==> config.mk <==
export PLATFORM = sky130hd
export DESIGN_NAME = door_sequencer
export DESIGN_NICKNAME = d
export VERILOG_FILES = /design/src/rtl/door_sequencer.sv
export SDC_FILE = /design/constraint.sdc
export NUM_CORES = 1
export LEC_CHECK = 0
export BUFFER_PORTS_ARGS = -buffer_cell sky130_fd_sc_hd__buf_2
export CAP_MARGIN = 20
export CORE_MARGIN = 2
export CORE_UTILIZATION = 50
export DETAILED_ROUTE_END_ITERATION = 16
export GPL_TIMING_DRIVEN = 0
export PLACE_DENSITY = 0.82
export SLEW_MARGIN = 20
export SYNTH_ARGS = -nofsm -noshare
export SYNTH_HDL_FRONTEND = slang
export SYNTH_SLANG_ARGS = --single-unit
==> constraint.sdc <==
create_clock -name clk -period 4.15 [get_ports clk]
set_clock_uncertainty 0.1 [all_clocks]
set_input_delay 0.2075 -clock clk [delete_from_list [all_inputs] [get_ports clk]]
set_output_delay 0.2075 -clock clk [all_outputs]
set_load 0.02 [all_outputs]
==> src/rtl/door_sequencer.sv <==
// rtl/door_sequencer.sv - frame-paced exit door sequencer: lock, row slide animation, exit event
// Build option: define DOOR_AUTOCLOSE_EN to include the OPEN-state hold counter and auto-close.
module door_sequencer #(
    parameter int DOOR_HEIGHT = 80,
    parameter int STEP        = 4,
    parameter int HOLD_FRAMES = 120
) (
    input  logic       clk,
    input  logic       rst,
    input  logic       frame_tick,
    input  logic       unlock,
    input  logic       player_at_door,
    input  logic       close_req,
    output logic [6:0] door_open_rows,
    output logic [2:0] state,
    output logic       locked,
    output logic       exit_pulse
);

    typedef enum logic [2:0] {
        S_LOCKED  = 3'd0,
        S_CLOSED  = 3'd1,
        S_OPENING = 3'd2,
        S_OPEN    = 3'd3,
        S_CLOSING = 3'd4,
        S_EXITED  = 3'd5
    } door_state_t;

    localparam logic [7:0] L_HEIGHT = 8'(DOOR_HEIGHT);
    localparam logic [7:0] L_STEP   = 8'(STEP);

    door_state_t r_state;
    door_state_t w_state_nxt;
    logic [6:0]  r_rows;
    logic [6:0]  w_rows_nxt;
    logic        r_exit;
    logic        w_exit_nxt;
    logic        r_locked;

    logic [7:0]  w_rows8;
    logic [7:0]  w_rows_up;
    logic [6:0]  w_rows_dn;
    logic        w_hold_done;

    // Row math is done one bit wider so rows+STEP never wraps before the compare.
    assign w_rows8   = {1'b0, r_rows};
    assign w_rows_up = w_rows8 + L_STEP;
    assign w_rows_dn = r_rows - L_STEP[6:0];

`ifdef DOOR_AUTOCLOSE_EN
    localparam logic [7:0] L_HOLD_LAST = 8'(HOLD_FRAMES - 1);

    logic [7:0] r_hold;

    // Cleared on every tick outside OPEN, so it is zero on entry to OPEN.
    always_ff @(posedge clk) begin
        if (!rst) begin
            r_hold <= 8'd0;
        end else if (frame_tick) begin
            if (r_state != S_OPEN) begin
                r_hold <= 8'd0;
            end else if (!w_hold_done) begin
                r_hold <= r_hold + 8'd1;
            end
        end
    end

    assign w_hold_done = (r_hold == L_HOLD_LAST);
`else
    logic w_unused_hold_cfg;

    // HOLD_FRAMES only matters when the auto-close counter is built.
    assign w_unused_hold_cfg = (HOLD_FRAMES > 0);
    assign w_hold_done       = 1'b0;
`endif

    always_comb begin
        w_state_nxt = r_state;
        w_rows_nxt  = r_rows;
        w_exit_nxt  = 1'b0;
        if (frame_tick) begin
            case (r_state)
                S_LOCKED: begin
                    if (unlock) begin
                        w_state_nxt = S_CLOSED;
                    end
                end
                S_CLOSED: begin
                    if (!unlock) begin
                        w_state_nxt = S_LOCKED;
                    end else if (player_at_door) begin
                        w_state_nxt = S_OPENING;
                    end
                end
                S_OPENING: begin
                    if (!unlock) begin
                        w_state_nxt = S_CLOSING;
                    end else if (w_rows_up >= L_HEIGHT) begin
                        w_rows_nxt  = L_HEIGHT[6:0];
                        w_state_nxt = S_OPEN;
                    end else begin
                        w_rows_nxt = w_rows_up[6:0];
                    end
                end
                S_OPEN: begin
                    if (player_at_door) begin
                        w_state_nxt = S_EXITED;
                        w_exit_nxt  = 1'b1;
                    end else if (!unlock || close_req) begin
                        w_state_nxt = S_CLOSING;
                    end else if (w_hold_done) begin
                        w_state_nxt = S_CLOSING;
                    end
                end
                S_CLOSING: begin
                    if (unlock && player_at_door && !close_req) begin
                        w_state_nxt = S_OPENING;
                    end else if (w_rows8 <= L_STEP) begin
                        w_rows_nxt  = 7'd0;
                        w_state_nxt = unlock ? S_CLOSED : S_LOCKED;
                    end else begin
                        w_rows_nxt = w_rows_dn;
                    end
                end
                S_EXITED: begin
                    w_state_nxt = S_EXITED;
                end
                default: begin
                    w_state_nxt = S_LOCKED;
                    w_rows_nxt  = 7'd0;
                end
            endcase
        end
    end

    always_ff @(posedge clk) begin
        if (!rst) begin
            r_state  <= S_LOCKED;
            r_rows   <= 7'd0;
            r_exit   <= 1'b0;
            r_locked <= 1'b1;
        end else begin
            r_state  <= w_state_nxt;
            r_rows   <= w_rows_nxt;
            r_exit   <= w_exit_nxt;
            r_locked <= (w_state_nxt == S_LOCKED);
        end
    end

    assign state          = r_state;
    assign door_open_rows = r_rows;
    assign locked         = r_locked;
    assign exit_pulse     = r_exit;

endmodule

-- Yosys cells after proc, flatten, opt, wreduce, memory -nomap -nowiden
Cells that the tools add are included.
- register bits after elaboration: 12
- bits of input ports: 6
- output and inout port bits: 12
- logic and storage cells: 44
- $add $sub $neg: 2
- order comparisons: 2
- eq/ne operators: 7
- muxes and demuxes: 18
- bitwise logic cells: 1
- reduce and logical (&&, ||, !) cells: 10
- operators by type and width (operator ; number):
    3-bit two-way mux ; 10
    7-bit two-way mux ; 4
    7-bit one-hot mux with 3 select lines ; 1
    3-bit one-hot mux with 6 select lines ; 1
    7-bit by 3-bit adder with 8-bit output, second input constant ; 1
    8-bit by 7-bit >= comparator with 1-bit output, second input constant ; 1
    7-bit by 3-bit less-or-equal comparator with 1-bit output, second input constant ; 1
    7-bit by 3-bit subtractor with 7-bit output, second input constant ; 1
    3-bit by 2-bit equality test with 1-bit output, second input constant ; 2
    3-bit equality test, second input constant ; 2
    3-bit zero test ; 2
    2-bit inequality test, second input constant ; 2
    4-bit AND reduction ; 1
    4-bit OR reduction ; 1
    3-bit by 1-bit equality test with 1-bit output, second input constant ; 1
    3-bit AND reduction ; 1
    1-bit logical AND ; 2
    1-bit zero test ; 2
    1-bit two-way mux ; 2
    1-bit logical OR ; 1
    1-bit inverter ; 1

-- Longest topological paths before layout
Gate-level depths: netlist of the first run.
- depth after elaboration: 7
- mapped depth: 6
- mapped depth without buffers: 6

-- Worst setup path after synthesis of the first run
No wires, ideal clock.
- path type: flip-flop to flip-flop
- start: register r_rows[2], in the netlist door_open_rows[2]
- end: register r_rows[2], in the netlist door_open_rows[2]
- library setup time: 0.122 ns
- arrival: 1.636 ns
- required time: 3.928 ns
- slack: 2.292 ns
- stages on the path, launching flop included: 7
- path buffers: 0
- period minus slack after synthesis: 1.858 ns
- cell sequence: dfxtp_1 > ha_1 > nand3_1 > or3_1 > and2_4 > a21oi_1 > o22ai_1
- longest elaborated chain between the ends: 5
- elaborated cells on any way between the ends: 9
- those cells by class: add/sub: 2; order compare: 2; mux: 5
- ends and longest elaborated chain (item ; RTL line ; text):
    start, declared ; 34 ; logic [6:0] r_rows;
    start signal, assigned ; 144 ; r_rows <= w_rows_nxt;
    7-bit by 3-bit adder with 8-bit output ; 47 ; assign w_rows_up = w_rows8 + L_STEP;
    8-bit by 7-bit >= comparator with 1-bit output ; 98 ; end else if (w_rows_up >= L_HEIGHT) begin
    7-bit two-way mux ; 98 ;
    7-bit two-way mux ; 96 ; if (!unlock) begin
    7-bit one-hot mux with 3 select lines (*) ; 82 ; case (r_state)
Mark *: on every way between the ends. The rest lies on a longest branch, timed or not. The select of a mux whose other input is x is not followed.
A chain may end at the register's enable or synchronous reset.

-- Worst setup path in the final report of the first run
Same ends and word-level chain as after synthesis.

==> results.txt, run 1 <==
The run finished with clean final reports. TritonCTS built the clock tree. The top achievable clock speed came out at 511 MHz. The number of unique standard cell types used by synthesis is 48. The multiplexer fraction of the synthesized cell area is 1.38%. Data arrives at the worst endpoint at 2.00 ns. The count of max-cap constraint violations is 0. The simple-gate area share of the yosys netlist is 32.3%. The library cell used most frequently in the layout, excluding fill and tap cells, is sky130_fd_sc_hd__buf_2. The cell area after technology mapping came out at 817 um^2. Before antenna repair, the detailed router went through 4 iterations. For this design the top-level I/O count stands at 18. STA classifies the critical path endpoint as a register. The starting density of the core came out at 53.6%. Sequential cells were found to cover 24.5% of the synthesized design area. Net switching is 27.7% of the power. The post-cts hold buffer count came out at 0.

The analysis attributes to cell leakage a power of 0.393 nW. Across every metal layer, demand over resource in global routing totals 22.4%. For this run, asynchronously set or reset flops after synthesis account for 0%. In the final timing run, aggregate negative setup slack is 0 ns. The final route contains 821 vias. After global routing the overflow that remains totals 0. The xor-xnor portion of the synthesized cell area is 2.14%.

The synthesized area per cell came out at 7.78 um^2. For this run, design rule violations remaining after detail routing come to 0. The floorplan row count is 14. The power share of the combinational group is 13.8%.

The worst setup path is of the reg -> reg kind. The congestion estimate from routability-driven global placement came to 0.903. In the routed layout, each cell is associated on average with a via count of 5.91. At the placement stage, the worst setup path has a slack of 2.25 ns. The core area is 1520 um^2. The path with the worst hold slack has its endpoint at exit_pulse$_SDFF_PN0_. The net switching power came out at 0.0000542 W. The diode insertion count for antenna repair came out at 0. The synthesized netlist devotes 26.6% of its cell area to compound gates. The worst reg-to-reg setup slack is 2.19 ns. In the final layout, flip-flops and latches occupy 200 um^2.

The routed design has 1840 um of wire. The global-route wire length before repair is 3220 um. The share of total power in the clock network came out at 34.8%. The root cell of the clock tree is sky130_fd_sc_hd__clkbuf_4. The startpoint of the most critical hold path is player_at_door. The maximum number of pins on one net before global-route repair is 11. In this run, synthesis inferred 0 flip-flops with an integrated enable. The period utilization is 47.1%. The number of setup violations in the final report is 0. The worst setup path is launched from a register. Compared with the post-synthesis result, the final layout area differs by 14.2%.

The path depth of the worst reg2reg path came out at 6. Of the total power, registers draw 51.4%. The later pin in the worst-skew pair is clocked with a latency of 0.27 ns. The synthesized netlist devotes 4.59% of its cell area to adder and majority cells. The via count of the first global-routing pass is 725.

After filler insertion, the fill cell instance count of the layout stands at 142. The synthesis-stage register bit count came out at 10. The CTS sink count came out at 10.

The worst hold slack came out at 0.133 ns. The layout net count is 134. The final count of pins violating max slew is 0. The maximum fanout along the worst path is 8. CTS built an H-tree with a depth of 1. The final critical-path setup slack is 2.19 ns. The worst register-to-register path begins at door_open_rows[2]$_SDFFE_PN0P_. The number of warning messages in the yosys log came out at 0. Buffers inserted during clock tree synthesis total 3. The clock-pin slew reported for the worst setup and hold paths after clock tree synthesis is 0.07 ns. The worst-case IR drop observed on VDD is 0.159 mV. Buffers added to address setup during post-CTS repair amount to 0. In this run the worst hold path is classified as in -> reg.

The count of final hold-check violations is 0. The wire-length estimate of the detail-placed layout is 1300 um. The areal power density over the cells came out at 210 nW/um^2. The cell count after synthesis came out at 105. The destination of the worst register-to-register timing path is door_open_rows[2]$_SDFFE_PN0P_.

The most used flip-flop cell after synthesis is sky130_fd_sc_hd__dfxtp_1. The number of antenna violations at the first check in global routing came to 0. The overall die width came out at 44.4 um.

The number of port buffers came out at 14. After synthesis, the largest family of logic cells by area is simple AND/OR/NAND/NOR gates. The area of the multi-input gates came out at 556 um^2. Setup repair after global routing left no endpoint under its margin. The internal portion of the total power is 0.000142 W. The proportion of layout cells with a drive suffix above 1 is 26.8%. The violation count after the first detailed-routing iteration came out at 48. The count of nets left with antenna violations after detail routing is 0. The hold path depth came out at 3. The count of instances resized after the clock tree is built came out at 0. After layout, the minimum clock period comes to 1.96 ns. In the final routed layout, each cell accounts on average for 13.3 um.

The die covers 1970 um^2. The height of the die came out at 44.4 um. The clock passes through at most 2 buffers. Leaving out fill and tap cells, the most frequent cells in the layout are sky130_fd_sc_hd__buf_2 (15), sky130_fd_sc_hd__nand2_1 (13), sky130_fd_sc_hd__dfxtp_1 (10), sky130_fd_sc_hd__nor2_1 (7), sky130_fd_sc_hd__a21oi_1 (5). Data on the critical path is required at its endpoint by 4.20 ns.
[critical path: stages (launching register included)]
cell and delay (ns):
sky130_fd_sc_hd__dfxtp_1 0.47, sky130_fd_sc_hd__ha_1 0.31, sky130_fd_sc_hd__nand3_1 0.12, sky130_fd_sc_hd__or3_1 0.35, sky130_fd_sc_hd__and2_4 0.19, sky130_fd_sc_hd__a21oi_1 0.18, sky130_fd_sc_hd__o22ai_1 0.11
[area by class of cell]
class,instances,share of cell area (%)
repair buffers,14,7.51
well taps,16,2.14
plain buffers,7,5.36
clock buffers,3,2.41
flip-flops and latches,10,21.4
multi-input cells,85,59.5
inverters,4,1.61
[synthesized netlist by cell type (all sizes together) (2+ instances only)]
master  count  area share, %
o31ai       2            1.8
a21oi       5            3.1
o211ai      2            2.5
dfxtp      10             25
nand3       5            4.3
nor2b       2            1.5
nor3b       2            1.8
or3         2            1.5
and2        3            2.9
nand4       3            2.3
nor3        2            1.2
nor2        7            3.2
buf         5            5.2
ha          3            4.6
nand2      13            6.0
clkbuf      2           0.92
o22ai       4            3.1
and2b       2            2.1
and3        2            1.7
o21ai       5            3.1
inv         4            1.8
[power groups by stage]
stage / Combinational [W] / Clock [W] / Sequential (W)
3_3_place_gp: 0.0000262 / 0 / 0.000103
5_1_grt: 0.0000296 / 0.0000780 / 0.000101
4_1_cts: 0.0000267 / 0.0000711 / 0.000101
2_1_floorplan: 0.0000158 / 0 / 0.000105
6_report: 0.0000270 / 0.0000682 / 0.000101
3_5_place_dp: 0.0000266 / 0 / 0.000103
[logic make-up (layout without fill, tap and decap cells)]
kind of cell	after synthesis	after routing
flops	10	10
mux	1	1
fa+ha+maj	3	3
other cells	1	2
simple gates	47	47
xor+xnor	2	2
compound gates	30	30
buf+inv	11	28
[worst max-delay path by stage]
stage                     slack [ns]                              to                            from
final                           2.19  door_open_rows[2]$_SDFFE_PN0P_  door_open_rows[2]$_SDFFE_PN0P_
after global routing            2.12  door_open_rows[2]$_SDFFE_PN0P_  door_open_rows[2]$_SDFFE_PN0P_
after CTS                       2.23  door_open_rows[2]$_SDFFE_PN0P_  door_open_rows[2]$_SDFFE_PN0P_
after detailed placement        2.25  door_open_rows[2]$_SDFFE_PN0P_  door_open_rows[2]$_SDFFE_PN0P_
after global placement          2.30  door_open_rows[2]$_SDFFE_PN0P_  door_open_rows[2]$_SDFFE_PN0P_
after floorplan                 2.29  door_open_rows[2]$_SDFFE_PN0P_  door_open_rows[2]$_SDFFE_PN0P_
[metrics by stage]
stage / instances / area, um^2 / util (%) / power (W)
3_5_place_dp: 136 / 911 / 59.8 / 0.000129
3_3_place_gp: 136 / 911 / 59.8 / 0.000129
5_1_grt: 139 / 933 / 61.2 / 0.000209
4_1_cts: 139 / 933 / 61.2 / 0.000198
6_report: 139 / 933 / 61.2 / 0.000196
2_1_floorplan: 106 / 821 / - / 0.000120
[per-layer routing]
metal | vias to the layer above | wire length, um | GRT usage (%)
met4 | 0 | 10 | 10.9
met5 | - | 0 | 0
li1 | 421 | - | -
met1 | 371 | 890 | 29.5
met3 | 2 | 90 | 6.12
met2 | 27 | 850 | 33.5
[flip-flops by register name, summed over array words and instances, names as in the netlist]
| name | cells |
|---|---|
| exit_pulse | 1 |
| door_open_rows | 5 |
| state | 3 |
| locked | 1 |
Power figures use the tool's default switching activity.
==> inputs of run 2 (changes only) <==
CORE_UTILIZATION = 47   (was 50)
PLACE_DENSITY = 0.81   (was 0.82)
clock period = 1.6 ns   (was 4.15 ns; I/O delays follow)
==> results.txt, run 2 (synthesis gave the netlist of run 1 again) <==
The final count of pins violating max slew came out at 0 (unchanged). The via count of the routed design is 895 (+9.0%). The routed wire length was 2330 um (+26%). The placer congestion estimate came to 0.810 (-10%).

The top achievable clock speed came to 589 MHz (+15%). Traced cell by cell, the critical path runs through ha_4 -> or3_4 -> o211ai_2 -> and2_4 -> a211oi_2 -> a311o_1. Setup repair after global routing could not meet its margin everywhere. The worst hold slack is 0.0155 ns (-0.118 ns). The total internal power is 0.000376 W (+170%). The height of the die came out at 45.7 um (+2.9%). The violation count after the first detailed-routing iteration was 22 (-54%). The number of port buffers came out at 14 (unchanged). TritonCTS built the clock tree. The number of antenna violations at the first check in global routing is 0 (unchanged). The nature of the critical path startpoint is a register. In the layout the commonest cells are sky130_fd_sc_hd__buf_2 (15), sky130_fd_sc_hd__nand2_1 (13), sky130_fd_sc_hd__buf_4 (7), sky130_fd_sc_hd__nor2_1 (6), sky130_fd_sc_hd__dfxtp_1 (4). The overall die width is 45.7 um (+2.9%).

The critical path is of the reg -> reg type. The maximum fanout along the worst path came out at 5 (-3). The core area is 1670 um^2 (+9.6%).

The starting density of the core came out at 48.9% (-4.7 points). The number of buffers on the longest clock path is 2 (unchanged). The combined global-route utilization of all metal layers came out at 23.0% (+0.63 points). The count of max-cap constraint violations was 0 (unchanged). The share of total power in the clock network was 36.6% (+1.8 points).

The proportion of layout cells with a drive suffix above 1 is 47.7% (+21 points). The estimated wirelength of the detail-placed design is 1360 um (+4.2%). The post-cts hold buffer count came out at 0 (unchanged).

Leaving out fill and tap cells, the most frequent cell in the layout is sky130_fd_sc_hd__buf_2. The CTS H-tree depth came to 1 (unchanged). The number of setup violations in the final report is 5 (+5). The number of iterations in the first detailed-routing pass is 5 (+1). The required time at the endpoint of the critical path came out at 1.66 ns (-2.54 ns).

The ratio of routed vias to standard cells was 6.09 (+3.1%). Clock tree synthesis selected as its root buffer the cell sky130_fd_sc_hd__clkbuf_4. The final critical-path setup slack is -0.0984 ns (-2.29 ns). STA classifies the critical path endpoint as a register. The global-route wire length before repair is 3390 um (+5.6%). The slowest stage of the critical path belongs to the cell sky130_fd_sc_hd__dfxtp_4.

The power share of the combinational group is 14.8% (+1.0 points). The period utilization came to 106% (+59 points). The part of the total power dissipated in sequential elements came out at 48.6% (-2.8 points).

The number of flip-flops under the largest register name is 5 (unchanged). The layout net count came to 140 (+4.5%). The critical path data arrival time is 1.76 ns (-0.24 ns).

The clock-pin slew reported for the worst setup and hold paths after clock tree synthesis came to 0.07 ns (about the same). The CTS sink count came out at 10 (unchanged). The maximum single-stage delay on the critical path is 0.36 ns (-0.11 ns).

The via count of the first global-routing pass is 768 (+5.9%). The floorplan row count came out at 15 (+1). The leakage component of the power came out at 0.458 nW (+16%). The net switching power is 0.000153 W (+180%).

The worst hold path belongs to the class in -> reg. The routed length per placed instance came out at 15.8 um (+20%). The utilization after layout came out at 68.5% (+7.3 points).

The final critical-path required period came out at 1.70 ns (-0.257 ns). The diode insertion count for antenna repair came out at 0 (unchanged). The latest clock arrival within the worst-skew pair came out at 0.28 ns (about the same). The count of boundary I/O pins is 18 (unchanged). The count of final hold-check violations is 0 (unchanged). The total overflow reported by the global router is 0 (unchanged).

The total negative setup slack is -0.238 ns (-0.238 ns). The areal power density over the cells is 462 nW/um^2 (+120%). The peak supply drop is 0.437 mV (+180%). The count of nets left with antenna violations after detail routing is 0 (unchanged). The floorplan die area is 2090 um^2 (+5.8%).

The checks that failed: negative setup slack. The switching part of the total came to 29.0% (+1.3 points). The maximum number of pins on one net before global-route repair is 11 (unchanged). The CTS buffer count came out at 3 (unchanged).

The count of unresolved DRC violations after routing came out at 0 (unchanged). The signed area change from the synthesized netlist to the final layout is 40.1%. The run finished, with violations left.
[run 2: power by group through the flow]
stage	clock, W	sequential [W]	combinational (W)
6_report	0.000194	0.000257	0.0000785
5_1_grt	0.000206	0.000258	0.0000863
3_5_place_dp	0	0.000264	0.0000690
3_3_place_gp	0	0.000264	0.0000679
4_1_cts	0.000193	0.000258	0.0000716
2_1_floorplan	0	0.000269	0.0000409
[run 2: layout make-up]
type | instances | area [um^2]
sequential | 10 | 215
clock buffer | 4 | 26.3
buffer | 7 | 50.0
tap | 17 | 21.3
inverter | 4 | 15.0
timing repair buffer | 20 | 128
fill | 128 | 526
multi-input combinational | 85 | 689
[run 2: final timing paths]
path | start | endpoint | slack [ns] | cells after the start
setup / recovery | door_open_rows[3]$_SDFFE_PN0P_ | door_open_rows[4]$_SDFFE_PN0P_ | -0.1 | 6
hold / removal | player_at_door | exit_pulse$_SDFF_PN0_ | 0.02 | 3
setup reg to reg | door_open_rows[3]$_SDFFE_PN0P_ | door_open_rows[4]$_SDFFE_PN0P_ | -0.1 | 6
hold reg to reg | state[0]$_SDFF_PN0_ | exit_pulse$_SDFF_PN0_ | 0.45 | 2
[run 2: repair_timing]
item,CTS,global route
gates resized for setup,12,15
cloned,0,0
endpoints found under the setup margin,7,7
setup buffers,5,1
pin swaps,11,5
[run 2: layer usage]
layer  wire length [um]  vias up  GRT usage, %
li1                   -      434             -
met1               1020      431          29.7
met2               1160       25          36.1
met3                103        5          4.76
met4                 46        0          11.4
met5                  0        -             0
[run 2: worst max-delay path, delay by kind of cell, from the launching register on]
kind / cells / cell delay, ns
simple gates: 2 / 0.53
fa+ha+maj: 1 / 0.17
flops: 1 / 0.36
compound gates: 3 / 0.43
[run 2: metrics by stage]
stage / total power, W / area [um^2] / setup WS, ns / instances
CTS: 0.000522 / 1060 / -0.0908 / 146
detailed placement: 0.000333 / 935 / -0.0972 / 137
global placement: 0.000332 / 935 / -0.0728 / 137
floorplan: 0.000310 / 843 / -0.0486 / 106
finish: 0.000529 / 1140 / -0.0984 / 147
global route: 0.000550 / 1140 / -0.136 / 147
